[config.mk]
export PLATFORM = sky130hd
export DESIGN_NAME = half_div_ctrl
export DESIGN_NICKNAME = d
export VERILOG_FILES = /design/src/rtl/half_div_ctrl.sv
export SDC_FILE = /design/constraint.sdc
export NUM_CORES = 1
export LEC_CHECK = 0
export ABC_AREA = 1
export CELL_PAD_IN_SITES_DETAIL_PLACEMENT = 1
export CELL_PAD_IN_SITES_GLOBAL_PLACEMENT = 2
export CORE_ASPECT_RATIO = 1.4
export CORE_MARGIN = 3
export CORE_UTILIZATION = 32
export CTS_CLUSTER_SIZE = 12
export DETAILED_ROUTE_END_ITERATION = 8
export PLACE_DENSITY = 0.75
export SKIP_LAST_GASP = 1
export SLEW_MARGIN = 20
export SYNTH_ARGS = -nofsm -noshare
export SYNTH_HDL_FRONTEND = slang
export SYNTH_SLANG_ARGS = --single-unit
export TNS_END_PERCENT = 30
[constraint.sdc]
create_clock -name clk_in -period 2.7 [get_ports clk_in]
set_input_delay 0.54 -clock clk_in [delete_from_list [all_inputs] [get_ports clk_in]]
set_output_delay 0.54 -clock clk_in [all_outputs]
set_load 0.01 [all_outputs]
[src/rtl/half_div_ctrl.sv]
// Fractional clock divider: divides clk_in by N or N+0.5, with frame-aligned
// configuration switching and a glitch-free stop/restart sequence.
module half_div_ctrl #(
    parameter int CW       = 4,
    parameter int DEF_N    = 5,
    parameter bit DEF_HALF = 1'b1
) (
    input  logic          clk_in,
    input  logic          rst_n,
    input  logic          en,
    input  logic          cfg_valid,
    input  logic [CW-1:0] cfg_n,
    input  logic          cfg_half,
    output logic          cfg_ready,
    output logic          cfg_err,
    output logic          clk_out,
    output logic          frame_tick
);

    localparam logic [1:0] S_OFF  = 2'd0;
    localparam logic [1:0] S_RUN  = 2'd1;
    localparam logic [1:0] S_PEND = 2'd2;
    localparam logic [1:0] S_STOP = 2'd3;

    localparam logic [CW-1:0] MIN_N    = CW'(2);
    localparam logic [CW-1:0] MAX_N    = {1'b0, {(CW-1){1'b1}}};
    localparam logic [CW-1:0] ONE      = CW'(1);
    localparam logic [CW-1:0] DEF_N_V  = CW'(DEF_N);

    logic [1:0]    state, state_d;
    logic [CW-1:0] cnt, cnt_d;
    logic [CW-1:0] act_n, act_n_d, pend_n, pend_n_d;
    logic          act_half, act_half_d, pend_half, pend_half_d;
    logic          stop_req, stop_d;
    logic          p_q, p_d, n_q, n_d;
    logic [CW-1:0] last;
    logic          at_last, cfg_legal, cfg_accept;

    // 2*N never overflows CW bits because legal N stays below 2^(CW-1).
    assign last    = act_half ? {act_n[CW-2:0], 1'b0} : act_n - ONE;
    assign at_last = (cnt == last);

    assign cfg_legal  = (cfg_n >= MIN_N) && (cfg_n <= MAX_N);
    assign cfg_ready  = rst_n && ((state == S_OFF) || (state == S_RUN));
    assign cfg_accept = cfg_valid && cfg_ready && cfg_legal;
    assign cfg_err    = cfg_valid && cfg_ready && !cfg_legal;
    assign frame_tick = (state != S_OFF) && (cnt == '0);

    always_comb begin
        // NOTE: every combinational output gets a default first so no path
        // through the case statement can infer a latch.
        state_d     = state;
        act_n_d     = act_n;
        act_half_d  = act_half;
        pend_n_d    = pend_n;
        pend_half_d = pend_half;
        stop_d      = stop_req;

        case (state)
            S_OFF: begin
                if (cfg_accept) begin
                    act_n_d    = cfg_n;
                    act_half_d = cfg_half;
                end
                if (en) state_d = S_RUN;
            end
            S_RUN: begin
                if (cfg_accept) begin
                    pend_n_d    = cfg_n;
                    pend_half_d = cfg_half;
                    stop_d      = !en;
                    state_d     = S_PEND;
                end else if (!en) begin
                    state_d = at_last ? S_OFF : S_STOP;
                end
            end
            S_PEND: begin
                stop_d = stop_req || !en;
                if (at_last) begin
                    act_n_d    = pend_n;
                    act_half_d = pend_half;
                    state_d    = stop_d ? S_STOP : S_RUN;
                    stop_d     = 1'b0;
                end
            end
            default: begin
                if (en)           state_d = S_RUN;
                else if (at_last) state_d = S_OFF;
            end
        endcase

        if (state_d == S_OFF || state == S_OFF || at_last) cnt_d = '0;
        else                                                cnt_d = cnt + ONE;

        // The posedge flop covers the whole cycle(s) the output may be high;
        // the negedge flop trims half-mode pulses to half a clk_in period.
        if (state_d == S_OFF)
            p_d = 1'b0;
        else if (act_half_d)
            p_d = (cnt_d == '0) || (cnt_d == act_n_d);
        else
            p_d = cnt_d < (act_n_d >> 1);
    end

    // Opens the gate from the falling edge before a pulse-A cycle and from the
    // falling edge of the pulse-B cycle; held open in integer mode.
    assign n_d = !act_half || (state == S_OFF) || (cnt == act_n) || at_last;

    always_ff @(posedge clk_in or negedge rst_n) begin
        if (!rst_n) begin
            state     <= S_OFF;
            cnt       <= '0;
            act_n     <= DEF_N_V;
            act_half  <= DEF_HALF;
            pend_n    <= DEF_N_V;
            pend_half <= DEF_HALF;
            stop_req  <= 1'b0;
            p_q       <= 1'b0;
        end else begin
            // NOTE: sequential state uses non-blocking assignments so every
            // flop samples the pre-edge values of its neighbours.
            state     <= state_d;
            cnt       <= cnt_d;
            act_n     <= act_n_d;
            act_half  <= act_half_d;
            pend_n    <= pend_n_d;
            pend_half <= pend_half_d;
            stop_req  <= stop_d;
            p_q       <= p_d;
        end
    end

    always_ff @(negedge clk_in or negedge rst_n) begin
        if (!rst_n) n_q <= 1'b0;
        else        n_q <= n_d;
    end

    // Both inputs change on opposite clock edges, so no output phase can be
    // shorter than half a clk_in period.
    assign clk_out = p_q & n_q;

endmodule

# After elaboration in Yosys (flattened, before gate mapping)
# Cells that the tools add are included.
[word_totals] regBits=19 wordCells=68 output_inout_bits=4
[classes] bitwise=1 n_mux=22 n_lt_le_gt_ge=3 n_eq_ne=6 reduce_logical=25 add_sub_neg=2
[op_table] operator="2-to-1 mux 2 bit" n=8
[op_table] operator="2-to-1 mux 4 bit" n=4
[op_table] operator="equality test 4 bit" n=3
[op_table] operator="logical NOT 4 bit" n=2
[op_table] operator="logical OR 1 bit" n=8
[op_table] operator="case mux 4 bit (2 select lines)" n=1
[op_table] operator="logical AND 1 bit" n=6
[op_table] operator="2-to-1 mux 1 bit" n=6
[op_table] operator="case mux 2 bit (3 select lines)" n=1
[op_table] operator="adder 4 x 1 -> 4 bit, second input constant" n=1
[op_table] operator="greater-or-equal comparator 4 x 2 -> 1 bit, second input constant" n=1
[op_table] operator="less-or-equal comparator 4 x 3 -> 1 bit, second input constant" n=1
[op_table] operator="logical NOT 2 bit" n=2
[op_table] operator="< comparator 4 x 3 -> 1 bit" n=1
[op_table] operator="case mux 1 bit (2 select lines)" n=2
[op_table] operator="AND reduction 2 bit" n=2
[op_table] operator="nonzero test 2 bit" n=2
[op_table] operator="subtractor 4 x 1 -> 4 bit, second input constant" n=1
[op_table] operator="logical NOT 1 bit" n=3
[op_table] operator="equality test 2 x 1 -> 1 bit, second input constant" n=1
[op_table] operator="equality test 2 bit, second input constant" n=1
[op_table] operator="inequality test 2 bit, second input constant" n=1
[op_table] operator="AND 1 bit" n=1

# Depth between registers and ports, before layout
[logic_depth] ltp_word=15 ltp_mapped=20 mapped_depth_nobuf=19

==> flow_summary_export.csv <==
group,metric,value,unit
routing,drc_errors,0,
job,max_cap_violations,0,
run_status,violations,"setup timing",
floorplanning,die_area,5240,um2
worst_setup_path,r2r-start,"act_n[0]$_DFF_PN1_",
floorplanning,io_pins,13,
sta,rsz0062_at_grt,"true",
grt,grt-ovfl-total,0,
floorplanning,core_area,4090,um2
routing,vias,1342,
place,hpwl,3260,um
worst_setup_path,start_kind,"register",
cells_and_area,fin_cells,286,
worst_setup_path,crit_required,2.16,ns
cells_and_area,diodes,0,
floorplanning,die_y,84.4,um
cells_and_area,syn2layout_area_growth,29.3,%
worst_setup_path,critPathLaunch,"n_q$_DFF_NN0_",
cells_and_area,layout_common_cells,"46 x nand2_1, 28 x inv_1, 21 x buf_4, 19 x nand3_1, 12 x dfrtp_1",
clock_tree,h-tree-depth,1,
power,p_leak,0.938,nW
yosys,synth_edf_count,0,
sta,worst_pin_slew,0.407,ns
yosys,synth-seq-cells,19,
yosys,ys_seq_area_frac,0.343,
worst_setup_path,critPathMaxFanout,1,
routing,post_drt_wl_per_cell,13.8,um
routing,totalWireLength,3940,um
cells_and_area,finalNetCount,243,
grt,grt_usage,0.170,
sta,fin_skew,0.0156,ns
grt,grt_max_degree,20,
yosys,syn_area,1410,um2
cells_and_area,final_common_cell,"nand2_1",
clock_tree,clockBufferDepth,2,
min_path,hold_path_class,"reg2reg",
clock_tree,cts_inserted_buffers,3,
place,placed_area,1710,um2
place,port-buffer-count,12,
yosys,ys_types,33,
yosys,synth-main-ff-cell,"dfrtp_1",
sta,setup_violations,2,
sta,setup_ws,-0.0481,ns
routing,drt_iter0_markers,24,
floorplanning,initial_core_util,0.344,
sta,slew_headroom,0.728,
clock_tree,clock_latency,0.27,ns
grt,grt_pass1_vias,1464,
yosys,yosysWarnings,0,
yosys,synth_fp_nets,208,
routing,antenna_left,0,
place,placed_cells,278,
cells_and_area,drive_above_1_share,0.289,
sta,final-max-slew-violation-count,0,
worst_setup_path,critPathArrivalTime,2.21,ns
clock_tree,cts_tree,"yes",
run_status,status,"finished with violations",
worst_setup_path,crit_type,"reg2out",
sta,final_hold_viol_count,0,
routing,avgViaCountPerCell,4.69,
sta,tns,-0.0952,ns
clock_tree,postCtsHoldBufs,0,
yosys,async_reset_ff_frac,1.00,
routing,detail_route.first_pass.iterations,4,
floorplanning,die_w,62.0,um
sta,timing.hold.ws,0.506,ns
grt,antenna_found_initial,0,
yosys,syn-mean-instance-area,7.25,um2
floorplanning,num_rows,27,
worst_setup_path,crit_path_end_kind,"primary output",
power,power.density,1250,nW/um2
min_path,hold_start,"pend_n[0]$_DFFE_PN1P_",
grt,grt_pass1_wl,6640,um
clock_tree,cts.reportedPaths.clkPinSlew,0.07,ns
place,place_congestion,0.892,
clock_tree,clkSinkCount,19,
power,finalPower,2.28,mW
power,ir_drop,0.000440,V
clock_tree,cts_root_buffer,"clkbuf_8",
cells_and_area,fin_area,1820,um2
yosys,syn-instance-count,194,
[cell usage after synthesis (2+ instances only)]
library cell	count	area (um2)
dfrtp_1	12	300
dfstp_2	6	158
nor2_2	2	12.5
o21ai_0	11	55.1
nand3_2	4	40.0
nor2_4	2	22.5
nand2_2	2	12.5
ha_1	5	62.6
o211ai_1	2	15.0
nand2_1	47	176
nand4_1	4	25.0
a21oi_1	2	10.0
nand3_1	23	115
a22oi_1	4	30.0
buf_6	2	22.5
nand2_4	2	22.5
xnor2_1	4	35.0
inv_2	5	18.8
nor2_1	11	41.3
inv_1	31	116
[final cells by class]
cell class / count / area [um2]
Multi-Input combinational cell: 134 / 798
Sequential cell: 19 / 483
Timing Repair Buffer: 33 / 273
Inverter: 38 / 145
Clock inverter: 1 / 5.00
Tap cell: 58 / 72.6
Fill cell: 516 / 2270
Clock buffer: 3 / 41.3
[metal layers]
layer	track usage	vias to the layer above	wire length (um)
met4	0.0463	0	48
li1	-	685	-
met1	0.186	635	1590
met2	0.325	17	2240
met3	0.0154	5	69
met5	0	-	0
[cell families (layout without fill, tap and decap cells)]
| kind of cell | count (synthesis) | count (layout) | share of synthesized area |
|---|---|---|---|
| buf+inv | 41 | 75 | 0.122 |
| simple gates | 102 | 102 | 0.365 |
| compound gates | 22 | 22 | 0.0943 |
| xor+xnor | 5 | 5 | 0.0311 |
| fa+ha+maj | 5 | 5 | 0.0445 |
| flops | 19 | 19 | 0.343 |
[path summary, 6_finish.rpt]
check,cells after the start,to,slack (ns)
worst min register to register,2,pend_n[0]$_DFFE_PN1P_,0.51
min in group asynchronous,2,state[1]$_DFF_PN0_,0.65
worst max-delay path,3,clk_out,-0.05
max in group asynchronous,2,n_q$_DFF_NN0_,0.58
worst max register to register,8,n_q$_DFF_NN0_,-0.05
worst min-delay path,2,pend_n[0]$_DFFE_PN1P_,0.51
[what timing repair did]
action                                  in CTS  in global routing
pin swaps                                    5                  4
buffers inserted                             1                  3
gates resized for setup                     10                  3
endpoints found under the setup margin       2                  3
[worst max-delay path: stages, from the launching register on]
cell and delay [ns]:
dfrtn_1 0.38, nand2_1 0.05, inv_1 0.04, buf_2 0.12
[report_power, final]
part | switching [mW] | total, mW | internal, mW | leakage, nW
combinational | 0.867 | 1.51 | 0.644 | 0.690
clock | 0.102 | 0.205 | 0.103 | 0.0255
sequential | 0.121 | 0.561 | 0.440 | 0.223
total | 1.09 | 2.28 | 1.19 | 0.938
[registers in the layout, indices dropped and copies added (netlist names)]
name,cells
n_q,1
state,2
stop_req,1
act_half,1
act_n,4
pend_half,1
p_q,1
pend_n,4
cnt,4
[per-stage QoR]
stage	setup WS (ns)	util
finish	-0.0481	0.445
global route	-0.120	0.445
CTS	-0.0810	0.436
detailed placement	-0.173	0.419
global placement	-0.167	0.419
floorplan	-0.226	-
Power figures use the tool's default switching activity.
==> variant 1 (same flow settings) <==
Change the parameter `DEF_HALF` from 1'b1 to 1'b0.
--- a/src/rtl/half_div_ctrl.sv
+++ b/src/rtl/half_div_ctrl.sv
@@ -4,5 +4,5 @@
     parameter int CW       = 4,
     parameter int DEF_N    = 5,
-    parameter bit DEF_HALF = 1'b1
+    parameter bit DEF_HALF = 1'b0
 ) (
     input  logic          clk_in,
Function: not checked (the comparison handles one clock edge and no latches or derived clocks); the edit may change what the design does.
==> variant 1 against the original RTL <==
  * The flow still finishes with violations (setup timing)
  * Cell area decreased by 3.9%
  * Largest power group unchanged
  * Sequential cell count stayed put
  * Setup slack better by 4.8 ps
  * Area after synthesis decreased by 0.18%
  * Highest routed layer unchanged
  * Non-clock buffer count fell by 5
  * First-iteration DRC count rose by 38%
  * Power decreased by 4.0%
  * Routed wire length up 3.1%
==> variant 1: results (changes against the original RTL) <==
fraction of final layout cells sized beyond drive strength 1=0.238 (-0.0518); wirelength, routed=4.06 mm (+3.1%); complex-gate fraction of the synthesized area=0.0945 (+0.000168); clock transition at the register clock pins on the worst setup and hold paths after CTS=70 ps (about the same); initial detailed-routing violation count=33 (+38%); root buffer cell=clkbuf_8; failing checks=setup timing; DP HPWL=3.40 mm (+4.1%); iteration count of the initial detailed-routing pass=3 (-1); via count of the first global-routing pass=1461 (-0.20%); most frequent cells after synthesis=47 x nand2_1, 31 x inv_1, 23 x nand3_1, 14 x dfrtp_1; Syn. warnings=0 (unchanged); H-tree level count=1 (unchanged); Post-Synthesis Net Count=208 (unchanged); storage element area=482 um2 (-0.26%); number of different library cells in the post-synthesis netlist=33 (unchanged); worst slack, placed=-167 ps (+6.57 ps); VDD IR-drop max=0.000343 V (-22%); aggregate negative setup slack=-81.3 ps (+13.9 ps); count of antenna diodes in the layout=0 (unchanged); xor/xnor share of the synthesized area=0.0312 (+0.0000555); wire length of the first global-routing pass=6.53 mm (-1.6%); clock buffer count from CTS=3 (unchanged); global-route usage over all layers=0.167 (-0.00332); placed inst area=0.00170 mm2 (-0.58%); maximum number of pins on one net before global-route repair=20 (unchanged); antenna violations before repair=0 (unchanged); # setup viols final=2 (unchanged); cell count of the worst hold path=2 (unchanged); fin worst setup slack=-43.4 ps (+4.76 ps); multiplexer share of the synthesized area=0 (unchanged); Tightest Hold Check Type=register to register; FILL cells=528 (+2.3%); Crit Path Max Fanout=2 (+1); logic depth of the worst register-to-register path=7 (-1); arrival time reported for the critical path endpoint=1490 ps (-720 ps); fraction of registers with async set/reset=1.00 (unchanged); via density per instance=4.86 (+3.6%); cells taking the most area after synthesis=dfrtp_1 25%, nand2_1 13%, inv_1 8.3%, nand3_1 8.2%, dfstp_2 7.5%; max_slew headroom=0.719 (-0.00870); top_reg_cell synth=dfrtp_1; leakage=0.000905 uW (-3.5%); worst clock skew on the final layout=16.1 ps (+0.496 ps); Post-layout nets=238 (-2.1%); vias=1366 (+1.8%); Placed Cells=277 (-0.36%); main combinational cell family by area after synthesis=simple AND/OR/NAND/NOR gates; arithmetic-cell share of the synthesized area counting full adders, half adders and majority gates=0.0446 (+0.0000793); CTS max path bufs=2 (unchanged); Routability Congestion=0.847 (-5.0%); clk_lat worst skew=270 ps (about the same); status=finished, violations left; count of input and output buffers=12 (unchanged); registers with the most flip-flops=act_n (4), cnt (4), pend_n (4); portion of the post-synthesis area used by sequential elements=0.342 (-0.00117); average cell area after synthesis=7.24 um2 (-0.18%)
variant 1: cell count changes in the layout (fill, tap and decap cells not counted), moves of 2 or more:
cell / delta
dfstp_2: -2
nand3_1: +4
buf_4: -5
nand3_2: -4
variant 1: path summary, 6_finish.rpt:
check                       endpoint  slack (ps)  startpoint
max                              n_q         -40    act_n[0]
max reg2reg                      n_q         -40    act_n[0]
max in group asynchronous        n_q         550       rst_n
min reg2reg                pend_n[0]         500   pend_n[0]
min                        pend_n[0]         500   pend_n[0]
min in group asynchronous   state[0]         680       rst_n
variant 1: repair_timing:
action                     4_1_cts  5_1_grt
hold buffers                     0        0
setup buffers                    0        0
setup endpoints to repair        2        3
pin swaps                        4        0
resized for setup                6        1
variant 1: layout make-up:
type | instances | area share
Multi-Input combinational cell | 134 | 0.440
Clock buffer | 4 | 0.0258
Timing Repair Buffer | 28 | 0.135
Inverter | 38 | 0.0830
Sequential cell | 19 | 0.276
Tap cell | 58 | 0.0415
variant 1: report_power, final:
group	internal [uW]	total, uW	switching, uW
Clock	105	201	96.3
Sequential	431	564	134
Combinational	583	1420	838
variant 1: kinds of logic (layout without fill, tap and decap cells):
family / count (synthesis) / in the layout
and+or+nand+nor: 102 / 102
buffers and inverters: 41 / 70
AOI/OAI and AO/OA: 22 / 22
DFF: 19 / 19
adders and majority gates: 5 / 5
xor gates and xnor gates: 5 / 5
variant 1: per-layer routing:
metal,wire (um),up-vias,GRT usage
met5,0,-,0
met4,117,0,0.0637
met3,85,10,0.0200
met2,2280,20,0.311
met1,1580,662,0.178
li1,-,674,-
variant 1: critical path, cell delays in order, from the launching register on:
cell and delay, ps:
dfstp_2 550, inv_2 50, ha_4 270, o211ai_1 100, nand3_2 110, nor2_4 50
nand2_4 50, nand4_1 60
==> variant 2 (same flow settings) <==
Made on the original files. Put a register stage on the output `cfg_err`, with the module's reset. The value now appears one clock later. The other outputs are not delayed to match.
--- a/src/rtl/half_div_ctrl.sv
+++ b/src/rtl/half_div_ctrl.sv
@@ -44,5 +44,11 @@
     assign cfg_ready  = rst_n && ((state == S_OFF) || (state == S_RUN));
     assign cfg_accept = cfg_valid && cfg_ready && cfg_legal;
-    assign cfg_err    = cfg_valid && cfg_ready && !cfg_legal;
+    always_ff @(posedge clk_in or negedge rst_n) begin
+        if (!rst_n) begin
+            cfg_err <= '0;
+        end else begin
+            cfg_err <= cfg_valid && cfg_ready && !cfg_legal;
+        end
+    end
     assign frame_tick = (state != S_OFF) && (cnt == '0);
 
Function: not checked (the comparison handles one clock edge and no latches or derived clocks); the edit may change what the design does.
==> variant 2 against the original RTL <==
  * The flow still finishes with violations (setup timing)
  * Setup slack worse by 7.8 ps
  * Routed wire length grew 2.4%
  * First-iteration DRC count grew 150%
  * Clock skew is 0.76 ps higher
  * Area after synthesis rose by 1.7%
  * Worst hold slack better by 1.5 ps
  * Cell area fell by 0.14%
  * Via count rose by 1.0%
  * Sequential cell count up 1
  * Power is 0.25% higher
  * Cell count down 0.70%
  * Global-route usage shrank 0.86 points
  * Largest power group unchanged
==> variant 2: results (changes against the original RTL) <==
cells taking the most area after synthesis=dfrtp_1 23%, nand2_1 12%, dfstp_2 11%, inv_1 7.6%, nand3_1 7.0%; Post-layout nets=239 (-1.6%); via density per instance=4.77 (+1.8%); logic depth of the worst register-to-register path=8 (unchanged); clock buffer count from CTS=3 (unchanged); Least-Margin Pin Slew=393 ps (-13.7 ps); reg-to-reg startpoint=act_n[0]; wire length per cell after detailed routing=14.2 um (+3.2%); failing checks=setup timing; iteration count of the initial detailed-routing pass=4 (unchanged); count of antenna diodes in the layout=0 (unchanged); cell count of the worst hold path=2 (unchanged); fin worst setup slack=-56.0 ps (-7.82 ps); number of different library cells in the post-synthesis netlist=34 (+3.0%); root buffer cell=clkbuf_8; worst min-delay path startpoint=pend_n[2]; switching share of total power=0.476 (-0.00242); Syn. warnings=0 (unchanged); post-route total power=2280 uW (+0.25%); count of input and output buffers=12 (unchanged); aggregate negative setup slack=-104 ps (-8.98 ps); aggregate global routing overflow=0 (unchanged); fraction of registers with async set/reset=1.00 (unchanged); Worst R2R End=n_q; leakage=0.000922 uW (-1.7%); clock transition at the register clock pins on the worst setup and hold paths after CTS=roughly 80 ps; clk_lat worst skew=270 ps (about the same); multi-input logic area=790 um2 (-1.1%); wire length of the first global-routing pass=6.78 mm (+2.1%); Routability Congestion=0.855 (-4.2%); H-tree level count=1 (unchanged); FILL cells=564 (+9.3%); maximum number of pins on one net before global-route repair=21 (+5.0%); DP HPWL=3.36 mm (+2.8%); CTS max path bufs=2 (unchanged); Post-Synthesis Net Count=207 (-0.48%); Crit-path slowest cell=dfstp_2; placed inst area=0.00173 mm2 (+1.1%); post-synthesis cell type with the largest combined area=dfrtp_1; VDD IR-drop max=0.000364 V (-17%); highest cell delay on the worst timing path=540 ps (+160 ps); via count of the first global-routing pass=1486 (+1.5%); Worst Hold Path EP=pend_n[2]; portion of the post-synthesis area used by sequential elements=0.355 (+0.0118); initial detailed-routing violation count=59 (+150%); arrival time reported for the critical path endpoint=1510 ps (-700 ps); Tightest Hold Check Type=register to register; Crit Path Max Fanout=2 (+1); fraction of final layout cells sized beyond drive strength 1=0.286 (-0.00376); antenna violations before repair=0 (unchanged); most frequent cells after synthesis=46 x nand2_1, 29 x inv_1, 20 x nand3_1, 13 x dfrtp_1, 13 x nor2_1; registers with the most flip-flops=act_n (4), cnt (4), pend_n (4); # setup viols final=2 (unchanged); status=finished, violations left; global-route usage over all layers=0.162 (-0.00863); worst clock skew on the final layout=16.4 ps (+0.757 ps)
==> variant 2: cell types whose count changed in the layout (fill, tap and decap cells not counted), moves of 2 or more <==
cell / before / now
buf_4: 21 / 18
nand2_1: 46 / 44
nand2_2: 3 / 5
nor2_1: 11 / 13
o21ai_0: 10 / 8
==> variant 2: routing by layer <==
layer	track usage	routed length (um)	vias up	share of wire
li1	-	-	680	-
met1	0.164	1550	652	0.38
met2	0.327	2330	18	0.58
met3	0.0132	92	6	0.023
met4	0.0743	73	0	0.018
met5	0	0	-	0
==> variant 2: worst max-delay path, delay by kind of cell (launching register included) <==
kind            cells  cell delay [ps]
flops               1              540
simple gates        5              330
buf+inv             1               50
compound gates      1              120
fa+ha+maj           1              210
==> variant 2: logic make-up after synthesis <==
group / Yosys count / share of synthesized area
adder cells (fa/ha/maj): 5 / 0.0437
XOR/XNOR: 5 / 0.0306
AND/OR/NAND/NOR: 103 / 0.363
flip-flops: 20 / 0.355
buffers and inverters: 39 / 0.115
AO/OA/AOI/OAI: 21 / 0.0927
==> variant 2: area by class of cell <==
type                       count  area share
inverter                      36      0.0758
timing repair buffer          30       0.138
multi-input combinational    134       0.435
tap                           60      0.0414
clock buffer                   4      0.0303
sequential                    20       0.280
==> variant 2: per-stage QoR <==
stage               std cells  hold WS [ps]  worst slack [ps]
finish                    284           507             -56.0
global route              284           551              -158
CTS                       282           517             -67.5
detailed placement        278           501              -182
global placement          278           480              -166
floorplan                 193           244              -246
==> variant 2: timing repair <==
item | CTS | global route
gates resized for setup | 6 | 3
buffers inserted | 0 | 2
hold endpoints to repair | 0 | 0
setup endpoints to repair | 2 | 3
pin swaps | 2 | 2
==> variant 2: power groups by stage <==
stage	Combinational [uW]	Sequential, uW	Clock, uW
global route	1680	599	242
global placement	1380	578	0
floorplan	976	551	0
CTS	1460	581	232
finish	1480	579	227
detailed placement	1440	587	0
==> variant 2: worst max-delay path by stage <==
stage	end	slack (ps)	from	cells past startpoint
after floorplan	n_q	-250	act_n[0]	9
after global placement	clk_out	-170	n_q	3
after detailed placement	clk_out	-180	n_q	3
after CTS	n_q	-70	act_n[0]	10
after global routing	n_q	-160	act_n[0]	10
final	n_q	-60	act_n[0]	8
